==> src/rtl/ex_stage.sv <==
// MIPS execute stage: operand select, ALU, branch target, EX/MEM registers.
// Define EX_MUL_EN to build the iterative shift-add multiplier and its stall handshake.
module ex_stage #(
    parameter int MUL_CYCLES = 32
) (
    input  logic        clk,
    input  logic        rst,
    input  logic [1:0]  wb_in,
    input  logic [2:0]  m_in,
    input  logic [3:0]  ex_in,
    input  logic [31:0] npc_in,
    input  logic [31:0] reg_rs_in,
    input  logic [31:0] reg_rt_in,
    input  logic [31:0] sign_ext_in,
    input  logic [4:0]  instr_20_16_in,
    input  logic [4:0]  instr_15_11_in,
    output logic        stall,
    output logic [1:0]  wb_out,
    output logic [2:0]  m_out,
    output logic [31:0] add_result,
    output logic        zero,
    output logic [31:0] alu_result,
    output logic [31:0] rdata2_out,
    output logic [4:0]  write_reg
);

    localparam logic [5:0] FN_ADD  = 6'h20;
    localparam logic [5:0] FN_SUB  = 6'h22;
    localparam logic [5:0] FN_AND  = 6'h24;
    localparam logic [5:0] FN_OR   = 6'h25;
    localparam logic [5:0] FN_SLT  = 6'h2A;
    localparam logic [5:0] FN_MULT = 6'h18;

    function automatic logic [31:0] alu_calc(input logic [1:0] op, input logic [5:0] fn,
                                             input logic signed [31:0] a,
                                             input logic signed [31:0] b);
        logic [31:0] r;
        r = '0;
        case (op)
            2'b00, 2'b11: r = 32'(a + b);
            2'b01:        r = 32'(a - b);
            default: begin
                case (fn)
                    FN_ADD:  r = 32'(a + b);
                    FN_SUB:  r = 32'(a - b);
                    FN_AND:  r = a & b;
                    FN_OR:   r = a | b;
                    FN_SLT:  r = {31'b0, (a < b)};
                    default: r = '0;
                endcase
            end
        endcase
        return r;
    endfunction

    logic [1:0]  alu_op;
    logic [5:0]  funct;
    logic signed [31:0] op_a;
    logic signed [31:0] op_b;
    logic [31:0] alu_val;
    logic [31:0] result_d;
    logic        bubble;
    logic        is_mul;

    assign alu_op  = ex_in[2:1];
    assign funct   = sign_ext_in[5:0];
    assign op_a    = reg_rs_in;
    assign op_b    = ex_in[0] ? sign_ext_in : reg_rt_in;
    assign alu_val = alu_calc(alu_op, funct, op_a, op_b);
    assign is_mul  = (alu_op == 2'b10) && (funct == FN_MULT);

`ifdef EX_MUL_EN
    localparam int CNT_W = $clog2(MUL_CYCLES + 1);

    typedef enum logic [1:0] {S_IDLE, S_BUSY, S_DONE} state_t;

    state_t             state_q;
    logic [CNT_W-1:0]   cnt_q;
    logic [31:0]        mcand_q;
    logic [31:0]        mplier_q;
    logic [31:0]        prod_q;
    logic               hold;

    // Upstream is held from the entry cycle through the last iteration; DONE releases it.
    assign hold     = ((state_q == S_IDLE) && is_mul) || (state_q == S_BUSY);
    assign stall    = !rst && hold;
    assign bubble   = hold;
    assign result_d = (state_q == S_DONE) ? prod_q : alu_val;

    always_ff @(posedge clk) begin
        if (rst) begin
            state_q <= S_IDLE;
            cnt_q   <= '0;
        end else begin
            case (state_q)
                S_IDLE: begin
                    if (is_mul) begin
                        mcand_q  <= reg_rs_in;
                        mplier_q <= op_b;
                        prod_q   <= '0;
                        cnt_q    <= '0;
                        state_q  <= S_BUSY;
                    end
                end
                S_BUSY: begin
                    if (mplier_q[0]) prod_q <= prod_q + mcand_q;
                    mcand_q  <= mcand_q << 1;
                    mplier_q <= mplier_q >> 1;
                    cnt_q    <= cnt_q + CNT_W'(1);
                    if (cnt_q == CNT_W'(MUL_CYCLES - 1)) state_q <= S_DONE;
                end
                default: state_q <= S_IDLE;
            endcase
        end
    end
`else
    logic unused_cfg;

    assign unused_cfg = (MUL_CYCLES == 0) & is_mul;
    assign stall      = 1'b0;
    assign bubble     = 1'b0;
    assign result_d   = alu_val;
`endif

    logic [1:0]  wb_q;
    logic [2:0]  m_q;
    logic [31:0] add_q;
    logic        zero_q;
    logic [31:0] alu_q;
    logic [31:0] rdata2_q;
    logic [4:0]  wreg_q;

    // EX/MEM boundary
    always_ff @(posedge clk) begin
        if (rst) begin
            wb_q     <= '0;
            m_q      <= '0;
            add_q    <= '0;
            zero_q   <= 1'b0;
            alu_q    <= '0;
            rdata2_q <= '0;
            wreg_q   <= '0;
        end else begin
            wb_q     <= bubble ? 2'b00 : wb_in;
            m_q      <= bubble ? 3'b000 : m_in;
            add_q    <= npc_in + {sign_ext_in[29:0], 2'b00};
            zero_q   <= (result_d == 32'd0);
            alu_q    <= result_d;
            rdata2_q <= reg_rt_in;
            wreg_q   <= ex_in[3] ? instr_15_11_in : instr_20_16_in;
        end
    end

    assign wb_out     = wb_q;
    assign m_out      = m_q;
    assign add_result = add_q;
    assign zero       = zero_q;
    assign alu_result = alu_q;
    assign rdata2_out = rdata2_q;
    assign write_reg  = wreg_q;

endmodule

==> config.mk <==
export PLATFORM = sky130hd
export DESIGN_NAME = ex_stage
export DESIGN_NICKNAME = d
export VERILOG_FILES = /design/src/rtl/ex_stage.sv
export SDC_FILE = /design/constraint.sdc
export NUM_CORES = 1
export LEC_CHECK = 0
export ABC_AREA = 1
export BUFFER_PORTS_ARGS = -buffer_cell sky130_fd_sc_hd__buf_2
export CELL_PAD_IN_SITES_DETAIL_PLACEMENT = 1
export CELL_PAD_IN_SITES_GLOBAL_PLACEMENT = 2
export CORE_MARGIN = 10
export CORE_UTILIZATION = 29
export DETAILED_ROUTE_END_ITERATION = 8
export PLACE_DENSITY = 0.92
export SYNTH_ARGS = -nofsm -noshare
export SYNTH_HDL_FRONTEND = slang
export SYNTH_SLANG_ARGS = --single-unit
==> constraint.sdc <==
create_clock -name clk -period 3.93 [get_ports clk]
set_clock_uncertainty 0.1 [all_clocks]
set_input_delay 0.393 -clock clk [delete_from_list [all_inputs] [get_ports clk]]
set_output_delay 0.393 -clock clk [all_outputs]
set_load 0.005 [all_outputs]
==> flow_summary_export.csv, run 1 <==
group,metric,value,unit
min_path,holdPathStages,3,
synthesis,ys.flop_type,"dfxtp_1",
clock_tree,cts_setup_buffers,0,
timing,hold_slack,74.0,ps
timing,max_slew.worst_pin.slew,1000,ps
synthesis,syn_inst,2110,
clock_tree,cts_max_level,3,
global_routing,grt_util_all_layers,0.236,
timing,slew_viol_final,0,
timing,finalSetupViolCount,0,
synthesis,synth-seq-cells,107,
floorplan,placementRows,74,
floorplan,die_w,224,um
final_layout,final_common_cell,"nand2_1",
placement,dp_hpwl,51400,um
timing,layout_min_cycle_time,3630,ps
clock_tree,clock-sinks,107,
global_routing,grt_max_degree,80,
setup_path,critical_path_required,4160,ps
synthesis,syn_nets,2406,
setup_path,crit_path_start_kind,"primary input",
flow_run,cap_viol_max_count,0,
min_path,hold-path-endpoint,"wb_out[1]$_SDFF_PP0_",
global_routing,grt_pass1_wl,91300,um
setup_path,cp_max_fo,49,
floorplan,start_util,0.294,
timing,finalCritPeriodShare,0.924,
pwr,p_leak,8.68,nW
final_layout,area_growth,25.1,%
floorplan,dieArea,50200,um2
clock_tree,path_clk_slew,90,ps
placement,gp_congestion,1.01,
route,wl,60600,um
route,wire_per_inst,20.2,um
setup_path,endpoint_kind,"flip-flop",
floorplan,coreArea,41000,um2
clock_tree,clk_path_buf_depth,2,
min_path,min_from,"wb_in[1]",
global_routing,grt_pass1_vias,15800,
global_routing,antenna_found_initial,8,
timing,fmax,275,MHz
synthesis,ys_async_sr_fraction,0,
synthesis,netlist_area,12100,um2
placement,place.port_buffers,255,
route,via_per_inst,5.04,
min_path,hp-class,"primary input to flip-flop",
synthesis,synth_seq_area_share,0.177,
clock_tree,root_buffer,"clkbuf_16",
final_layout,layout-drive-gt1-share,0.186,
setup_path,arrival,3860,ps
synthesis,ys_types,45,
timing,hold_viol_final,0,
synthesis,ys.warnings.count,0,
final_layout,final_cell_mix,"nand2_1, inv_1, buf_2",
run_status,status,"finished clean",
global_routing,gr-total-overflow,0,
timing,max_slew_margin,0.333,
floorplan,chipHeight,224,um
synthesis,syn-mean-instance-area,5.72,um2
route,postRouteAntennaNets,0,
synthesis,synth-edff-count,0,
route,route.detailed.drc,0,
route,drt_iter0_drc,857,
clock_tree,cts_resized,0,
clock_tree,cts_made_buffers,9,
final_layout,layout.nets,2750,
timing,rsz0062_at_grt,"false",
clock_tree,postCtsHoldBufs,0,
pwr,power,4.36,mW
route,via_count,15100,
clock_tree,cts_tree,"built",
pwr,power.density,289,nW/um2
pwr,ir_worst_vdd,0.237,mV
route,dr.pass1.iters,5,
setup_path,critPathKind,"primary input to flip-flop",
floorplan,io_pins,257,
==> through the flow <==
stage | instances | utilization | setup WS, ps | setup TNS [ps] | instance area [um2]
after floorplan | 2110 | - | 739 | 0 | 12100
after global placement | 2975 | 0.361 | 47.8 | 0 | 14800
after detailed placement | 2975 | 0.361 | -24.9 | -24.9 | 14800
after CTS | 2991 | 0.368 | 392 | 0 | 15100
after global routing | 2991 | 0.368 | 57.3 | 0 | 15100
final | 2993 | 0.368 | 299 | 0 | 15100
==> power by group <==
part / switching (mW) / total (mW) / internal, mW
combinational: 1.43 / 2.19 / 0.757
sequential: 0.0213 / 1.20 / 1.18
clock: 0.526 / 0.971 / 0.445
==> worst max-delay path, stage by stage <==
cell and delay [ps]:
buf_2 110, buf_12 160, nand2_1 90, o21ai_0 80
buf_4 180, ha_1 410, buf_4 160, inv_2 50
nor2_1 270, nand2_1 190, nor2_1 130, nand2_1 80
nand2_1 230, nand3_1 160, nand2_1 90, nand2_1 70
nand3_1 70, nand3b_1 80, nand2_1 70, nand2_1 140
inv_1 130, nand2_1 60, nor2_1 200, nand2_1 80
nor2_1 130
==> synthesized netlist by cell type, drive strengths merged (2+ instances only) <==
cell type,instances,share of area
nand3,243,0.10
o21ai,96,0.040
nand2,596,0.19
clkinv,3,0.00093
a211oi,2,0.0012
o22ai,21,0.011
xnor2,2,0.0015
nand3b,17,0.011
o21a,6,0.0037
fa,3,0.0050
inv,393,0.12
clkbuf,30,0.0093
a21oi,117,0.051
nor2,221,0.071
nand4,26,0.013
nor4,3,0.0016
o21bai,13,0.0084
dfxtp,107,0.18
buf,27,0.012
a31oi,4,0.0021
ha,144,0.15
a21boi,4,0.0025
nor3,18,0.0087
and2,3,0.0016
xor2,4,0.0029
==> worst max path at each step <==
stage | from | endpoint | cells past startpoint
6_report | ex_in[0] | zero$_SDFF_PP0_ | 25
5_1_grt | ex_in[0] | zero$_SDFF_PP0_ | 25
4_1_cts | ex_in[0] | zero$_SDFF_PP0_ | 25
2_1_floorplan | ex_in[0] | zero$_SDFF_PP0_ | 22
3_3_place_gp | ex_in[0] | zero$_SDFF_PP0_ | 25
3_5_place_dp | ex_in[0] | zero$_SDFF_PP0_ | 25
==> layer usage <==
metal  share of wire  up-vias  track usage  routed length (um)
met5          0.0012        -            0                  74
met4           0.027       12       0.0746                1650
met2            0.46      432        0.390               27700
met3           0.075       91       0.0593                4550
li1                -     7307            -                   -
met1            0.44     7237        0.294               26600
==> area by class of cell <==
cell class	count	area, um2
inverter	396	1490
clock inverter	6	61.3
antenna	2	5.00
timing repair buffer	390	2320
tap	532	666
sequential	107	2140
clock buffer	10	229
multi-input combinational	1550	8200
fill	5614	25900
==> cells by family after synthesis <==
logic type,after synthesis,synth area share
compound gates,268,0.124
flops,107,0.177
simple gates,1128,0.396
fa+ha+maj,147,0.154
other cells,1,0.000311
buf+inv,453,0.145
xor+xnor,6,0.00435
Note: power is estimated with default switching activity, not from simulation.
==> inputs of run 2 (changes only) <==
==> config.mk (replaced) <==
export PLATFORM = sky130hd
export DESIGN_NAME = ex_stage
export DESIGN_NICKNAME = d
export VERILOG_FILES = /design/src/rtl/ex_stage.sv
export SDC_FILE = /design/constraint.sdc
export NUM_CORES = 1
export LEC_CHECK = 0
export ABC_AREA = 1
export CELL_PAD_IN_SITES_DETAIL_PLACEMENT = 1
export CELL_PAD_IN_SITES_GLOBAL_PLACEMENT = 2
export CORE_MARGIN = 10
export CORE_UTILIZATION = 30
export DETAILED_ROUTE_END_ITERATION = 8
export DONT_BUFFER_PORTS = 1
export PLACE_DENSITY = 0.84
export SYNTH_ARGS = -nofsm -noshare
export SYNTH_HDL_FRONTEND = slang
export SYNTH_SLANG_ARGS = --single-unit
==> flow_summary_export.csv, run 2 (synthesized netlist as in run 1, its figures left out) <==
group,metric,value,unit
route,wl,60600,um
floorplan,dieArea,48700,um2
setup_path,crit_path_start_kind,"primary input",
timing,fmax,300,MHz
global_routing,grt_util_all_layers,0.245,
flow_run,cap_viol_max_count,0,
pwr,power.density,303,nW/um2
setup_path,critical_path_required,4170,ps
final_layout,layout-drive-gt1-share,0.0552,
route,via_per_inst,5.24,
setup_path,critical-path-top-delay-family,"simple AND/OR/NAND/NOR gates",
route,wire_per_inst,22.6,um
clock_tree,clock-sinks,107,
placement,postPlaceCellArea,12800,um2
setup_path,worstSetupPathDepth,19,
global_routing,antenna_found_initial,1,
final_layout,final_cell_mix,"nand2_1, inv_1, nand3_1",
clock_tree,cts_tree,"built",
timing,hold_viol_final,0,
timing,max_slew.worst_pin.slew,995,ps
setup_path,worst-path-buf-inv,1,
placement,place.port_buffers,0,
placement,place_ws,255,ps
floorplan,die_w,221,um
timing,layout_min_cycle_time,3340,ps
min_path,hp-class,"primary input to flip-flop",
setup_path,cp-startpoint,"ex_in[0]",
setup_path,critPathMaxStageDelay,560,ps
timing,fin_tns_setup,0,ps
floorplan,placementRows,73,
timing,max_slew_margin,0.336,
route,postRouteAntennaNets,0,
timing,finalSetupViolCount,0,
final_layout,layout.nets,2448,
final_layout,design_area,13600,um2
pwr,p_int,2.26,mW
pwr,pwr-share-seq,0.303,
timing,slew_viol_final,0,
clock_tree,path_clk_slew,80,ps
pwr,switchingPower,1.85,mW
pwr,p_leak,7.35,nW
route,via_count,14100,
clock_tree,clk_path_buf_depth,2,
timing,finalWorstSetupSlack,592,ps
final_layout,area_growth,12.4,%
run_status,status,"finished clean",
clock_tree,root_buffer,"clkbuf_16",
floorplan,chipHeight,221,um
placement,gp_congestion,0.969,
setup_path,arrival,3570,ps
setup_path,crit_end,"zero$_SDFF_PP0_",
pwr,ir_worst_vdd,0.206,mV
route,route.detailed.drc,0,
pwr,p_sw_frac,0.450,
global_routing,grt_max_degree,69,
floorplan,io_pins,257,
final_layout,final_common_cell,"nand2_1",
floorplan,start_util,0.304,
setup_path,critPathKind,"primary input to flip-flop",
global_routing,gr-total-overflow,0,
route,dr.pass1.iters,6,
clock_tree,cts_made_buffers,9,
setup_path,endpoint_kind,"flip-flop",
timing,hold_slack,30.2,ps
pwr,clkPwrFrac,0.251,
timing,finalCritPeriodShare,0.849,
timing,rsz0062_at_grt,"false",
route,drt_iter0_drc,896,
global_routing,grt_pass1_vias,14700,
setup_path,cp_max_fo,64,
final_layout,fillers,5370,
pwr,power,4.12,mW
min_path,min_from,"instr_15_11_in[2]",
setup_path,crit_slowest_cell,"fa_1",
clock_tree,cts_setup_buffers,0,
floorplan,coreArea,39700,um2
clock_tree,cts_resized,0,
placement,dp_hpwl,50100,um
setup_path,path_cells,"o21ai_0 > inv_1 > ha_1 > fa_1 > nand3_1 > nand2_1 > nand3_1 > nand3_2 > nand2_1 > nand3_1 > nand3_1 > nand3b_1 > nand2_1 > nand2_1 > nor2_1 > nand3_1 > nor2_1 > nand2_1 > nor2_1",
global_routing,grt_pass1_wl,90100,um
pwr,combPwrFrac,0.446,
clock_tree,cts_max_level,3,
run 2: changes by cell type in the layout (fill, tap and decap cells not counted):
cell	delta
clkinvlp_4	-1
buf_4	-85
dlygate4sd3_1	+38
clkinv_8	-1
inv_8	+1
bufinv_16	+1
buf_16	+1
buf_12	-2
clkbuf_8	+1
buf_2	-254
clkbuf_1	-1
clkinv_1	-1
inv_2	+1
diode_2	-1
run 2: final cells by class:
type / count / area (um2) / area share
inverters: 396 / 1490 / 0.109
repair buffers: 88 / 776 / 0.0571
multi-input cells: 1550 / 8200 / 0.604
well taps: 525 / 657 / 0.0484
diodes: 1 / 2.50 / 0.000184
flip-flops and latches: 107 / 2140 / 0.158
clock buffers: 10 / 239 / 0.0176
clock inverters: 6 / 78.8 / 0.00581
run 2: power by group through the flow:
stage          combinational, mW  clock [mW]  sequential [mW]
6_report                    1.84        1.03             1.25
5_1_grt                     2.04        1.10             1.26
4_1_cts                     1.80        1.07             1.25
3_5_place_dp                1.75           0             1.27
3_3_place_gp                1.71           0             1.28
2_1_floorplan               1.18           0             1.24
run 2: metrics by stage:
stage,utilization,std cells
after global placement,0.323,2627
after CTS,0.342,2682
after floorplan,-,2110
after detailed placement,0.323,2627
final,0.342,2683
after global routing,0.342,2682
run 2: timing repair:
item | CTS | global route
hold endpoints to repair | 68 | 0
endpoints found under the setup margin | 0 | 0
hold buffers | 39 | 0
run 2: worst min-delay path by stage:
stage | endpoint | slack [ps] | cells after the start
6_report | write_reg[2]$_SDFF_PP0_ | 30 | 2
3_3_place_gp | rdata2_out[10]$_SDFF_PP0_ | 380 | 1
4_1_cts | write_reg[2]$_SDFF_PP0_ | 10 | 2
3_5_place_dp | rdata2_out[10]$_SDFF_PP0_ | 380 | 1
5_1_grt | alu_result[16]$_SDFF_PP0_ | 10 | 1
2_1_floorplan | add_result[0]$_SDFF_PP0_ | 400 | 2
run 2: metal layers:
metal / up-vias / global-route usage / part of all wire
met5: - / 0 / 0
met4: 0 / 0.0614 / 0.020
met3: 66 / 0.0690 / 0.077
met2: 460 / 0.410 / 0.47
met1: 6818 / 0.304 / 0.44
li1: 6716 / - / -
==> inputs of run 3 (changes only) <==
==> constraint.sdc (replaced) <==
create_clock -name clk -period 3.2 [get_ports clk]
set_clock_uncertainty 0.1 [all_clocks]
set_input_delay 0.32 -clock clk [delete_from_list [all_inputs] [get_ports clk]]
set_output_delay 0.32 -clock clk [all_outputs]
set_load 0.005 [all_outputs]
==> flow_summary_export.csv, run 3 (synthesized netlist as in run 1, its figures left out) <==
group,metric,value,unit
final_layout,antennaDiodeCount,0,
placement,place_inst,2835,
clock_tree,root_buffer,"clkbuf_16",
timing,layout_min_cycle_time,2990,ps
setup_path,crit_path_start_kind,"primary input",
route,drt_iter0_drc,796,
clock_tree,clock-sinks,107,
clock_tree,cts_tree,"built",
setup_path,path_cells,"nand2_1 > o21ai_0 > buf_4 > ha_1 > buf_4 > nor2_2 > nand2_1 > nand2_1 > inv_1 > nand2_1 > nand2_1 > nand2_1 > nand2_1 > nand2_1 > nand2_1 > nand3_1 > nand2_1 > a21oi_4 > nand3_1 > nor2_2 > nand2_1 > nor2_1",
timing,max_slew_margin,0.429,
timing,hold_viol_final,0,
min_path,hp-class,"primary input to flip-flop",
floorplan,dieArea,48700,um2
setup_path,arrival,3220,ps
route,via_per_inst,5.07,
setup_path,critPathMaxStageDelay,350,ps
floorplan,start_util,0.304,
clock_tree,cts_max_level,3,
global_routing,grt_max_degree,78,
global_routing,gr-total-overflow,0,
route,via_count,14700,
setup_path,critical_path_required,3430,ps
timing,fmax,334,MHz
route,route.detailed.drc,0,
route,wl,62400,um
floorplan,chipHeight,221,um
setup_path,cp_max_fo,64,
floorplan,die_w,221,um
placement,place.port_buffers,0,
timing,max_slew.worst_pin.slew,857,ps
global_routing,antenna_found_initial,1,
clock_tree,clk_path_buf_depth,2,
setup_path,critical-path-top-delay-family,"simple AND/OR/NAND/NOR gates",
final_layout,fin_cells,2899,
pwr,p_leak,8.38,nW
pwr,ir_worst_vdd,0.242,mV
placement,dp_hpwl,52500,um
final_layout,final_cell_mix,"nand2_1, inv_1, buf_4",
timing,finalSetupViolCount,0,
route,postRouteAntennaNets,0,
timing,slew_viol_final,0,
global_routing,grt_pass1_wl,92400,um
route,wire_per_inst,21.5,um
route,dr.pass1.iters,5,
pwr,power,5.40,mW
placement,gp_congestion,1.04,
final_layout,area_growth,26.3,%
final_layout,final_common_cell,"nand2_1",
final_layout,layout-drive-gt1-share,0.141,
final_layout,layout.nets,2665,
timing,hold_slack,21.1,ps
clock_tree,cts_made_buffers,9,
setup_path,crit_slowest_cell,"ha_1",
run_status,status,"finished clean",
setup_path,cp_common_cell,"nand2_1",
timing,finalCritPeriodShare,0.935,
final_layout,final_util,0.384,
clock_tree,path_clk_slew,80,ps
global_routing,grt_util_all_layers,0.251,
pwr,power.density,354,nW/um2
setup_path,critPathKind,"primary input to flip-flop",
global_routing,grt_pass1_vias,15600,
floorplan,io_pins,257,
flow_run,cap_viol_max_count,0,
timing,fin_tns_setup,0,ps
floorplan,coreArea,39700,um2
setup_path,endpoint_kind,"flip-flop",
timing,rsz0062_at_grt,"false",
floorplan,placementRows,73,
setup_path,worst-path-buf-inv,3,
==> run 3: cell count changes in the layout (fill, tap and decap cells not counted), sizes merged <==
cell         previous run  this run
diode                   1         0
dlygate4sd3            38        46
inv                   396       395
buf                    50       259
bufinv                  1         0
clkinv                  5         8
clkbuf                 10         9
==> run 3: what timing repair did <==
action / in CTS / in global routing
hold endpoints to repair: 82 / 0
setup endpoints to repair: 1 / 1
hold buffers: 47 / 0
pin swaps: 0 / 1
gates resized for setup: 1 / 11
setup buffers: 0 / 1
==> run 3: power breakdown <==
part / switching (mW) / internal, mW / total, mW / leakage, nW
Sequential: 0.0775 / 1.45 / 1.53 / 0.889
Combinational: 1.67 / 1.01 / 2.68 / 7.35
Clock: 0.639 / 0.550 / 1.19 / 0.146
==> run 3: metrics by stage <==
step / worst slack [ps] / area (um2)
floorplan: 82.5 / 12100
global placement: -484 / 14400
detailed placement: -559 / 14400
CTS: 43.5 / 15200
global route: 5.84 / 15200
finish: 207 / 15200
==> run 3: area by class of cell <==
type | instances | area (um2)
Clock inverter | 7 | 72.6
Timing Repair Buffer | 305 | 2440
Tap cell | 525 | 657
Multi-Input combinational cell | 1550 | 8230
Fill cell | 5352 | 24500
Sequential cell | 107 | 2140
Inverter | 396 | 1490
Clock buffer | 9 | 225
==> run 3: metal layers <==
layer,vias up,track usage,part of all wire,routed length [um]
li1,7135,-,-,-
met1,7004,0.309,0.43,26800
met2,484,0.418,0.46,28700
met4,2,0.0712,0.024,1470
met5,-,0,0.00021,13
met3,84,0.0748,0.086,5380
==> run 3: path summary, 6_finish.rpt <==
check                             start  cells after the start                 endpoint
worst max-delay path           ex_in[0]                     22          zero$_SDFF_PP0_
worst min-delay path  instr_20_16_in[0]                      2  write_reg[0]$_SDFF_PP0_
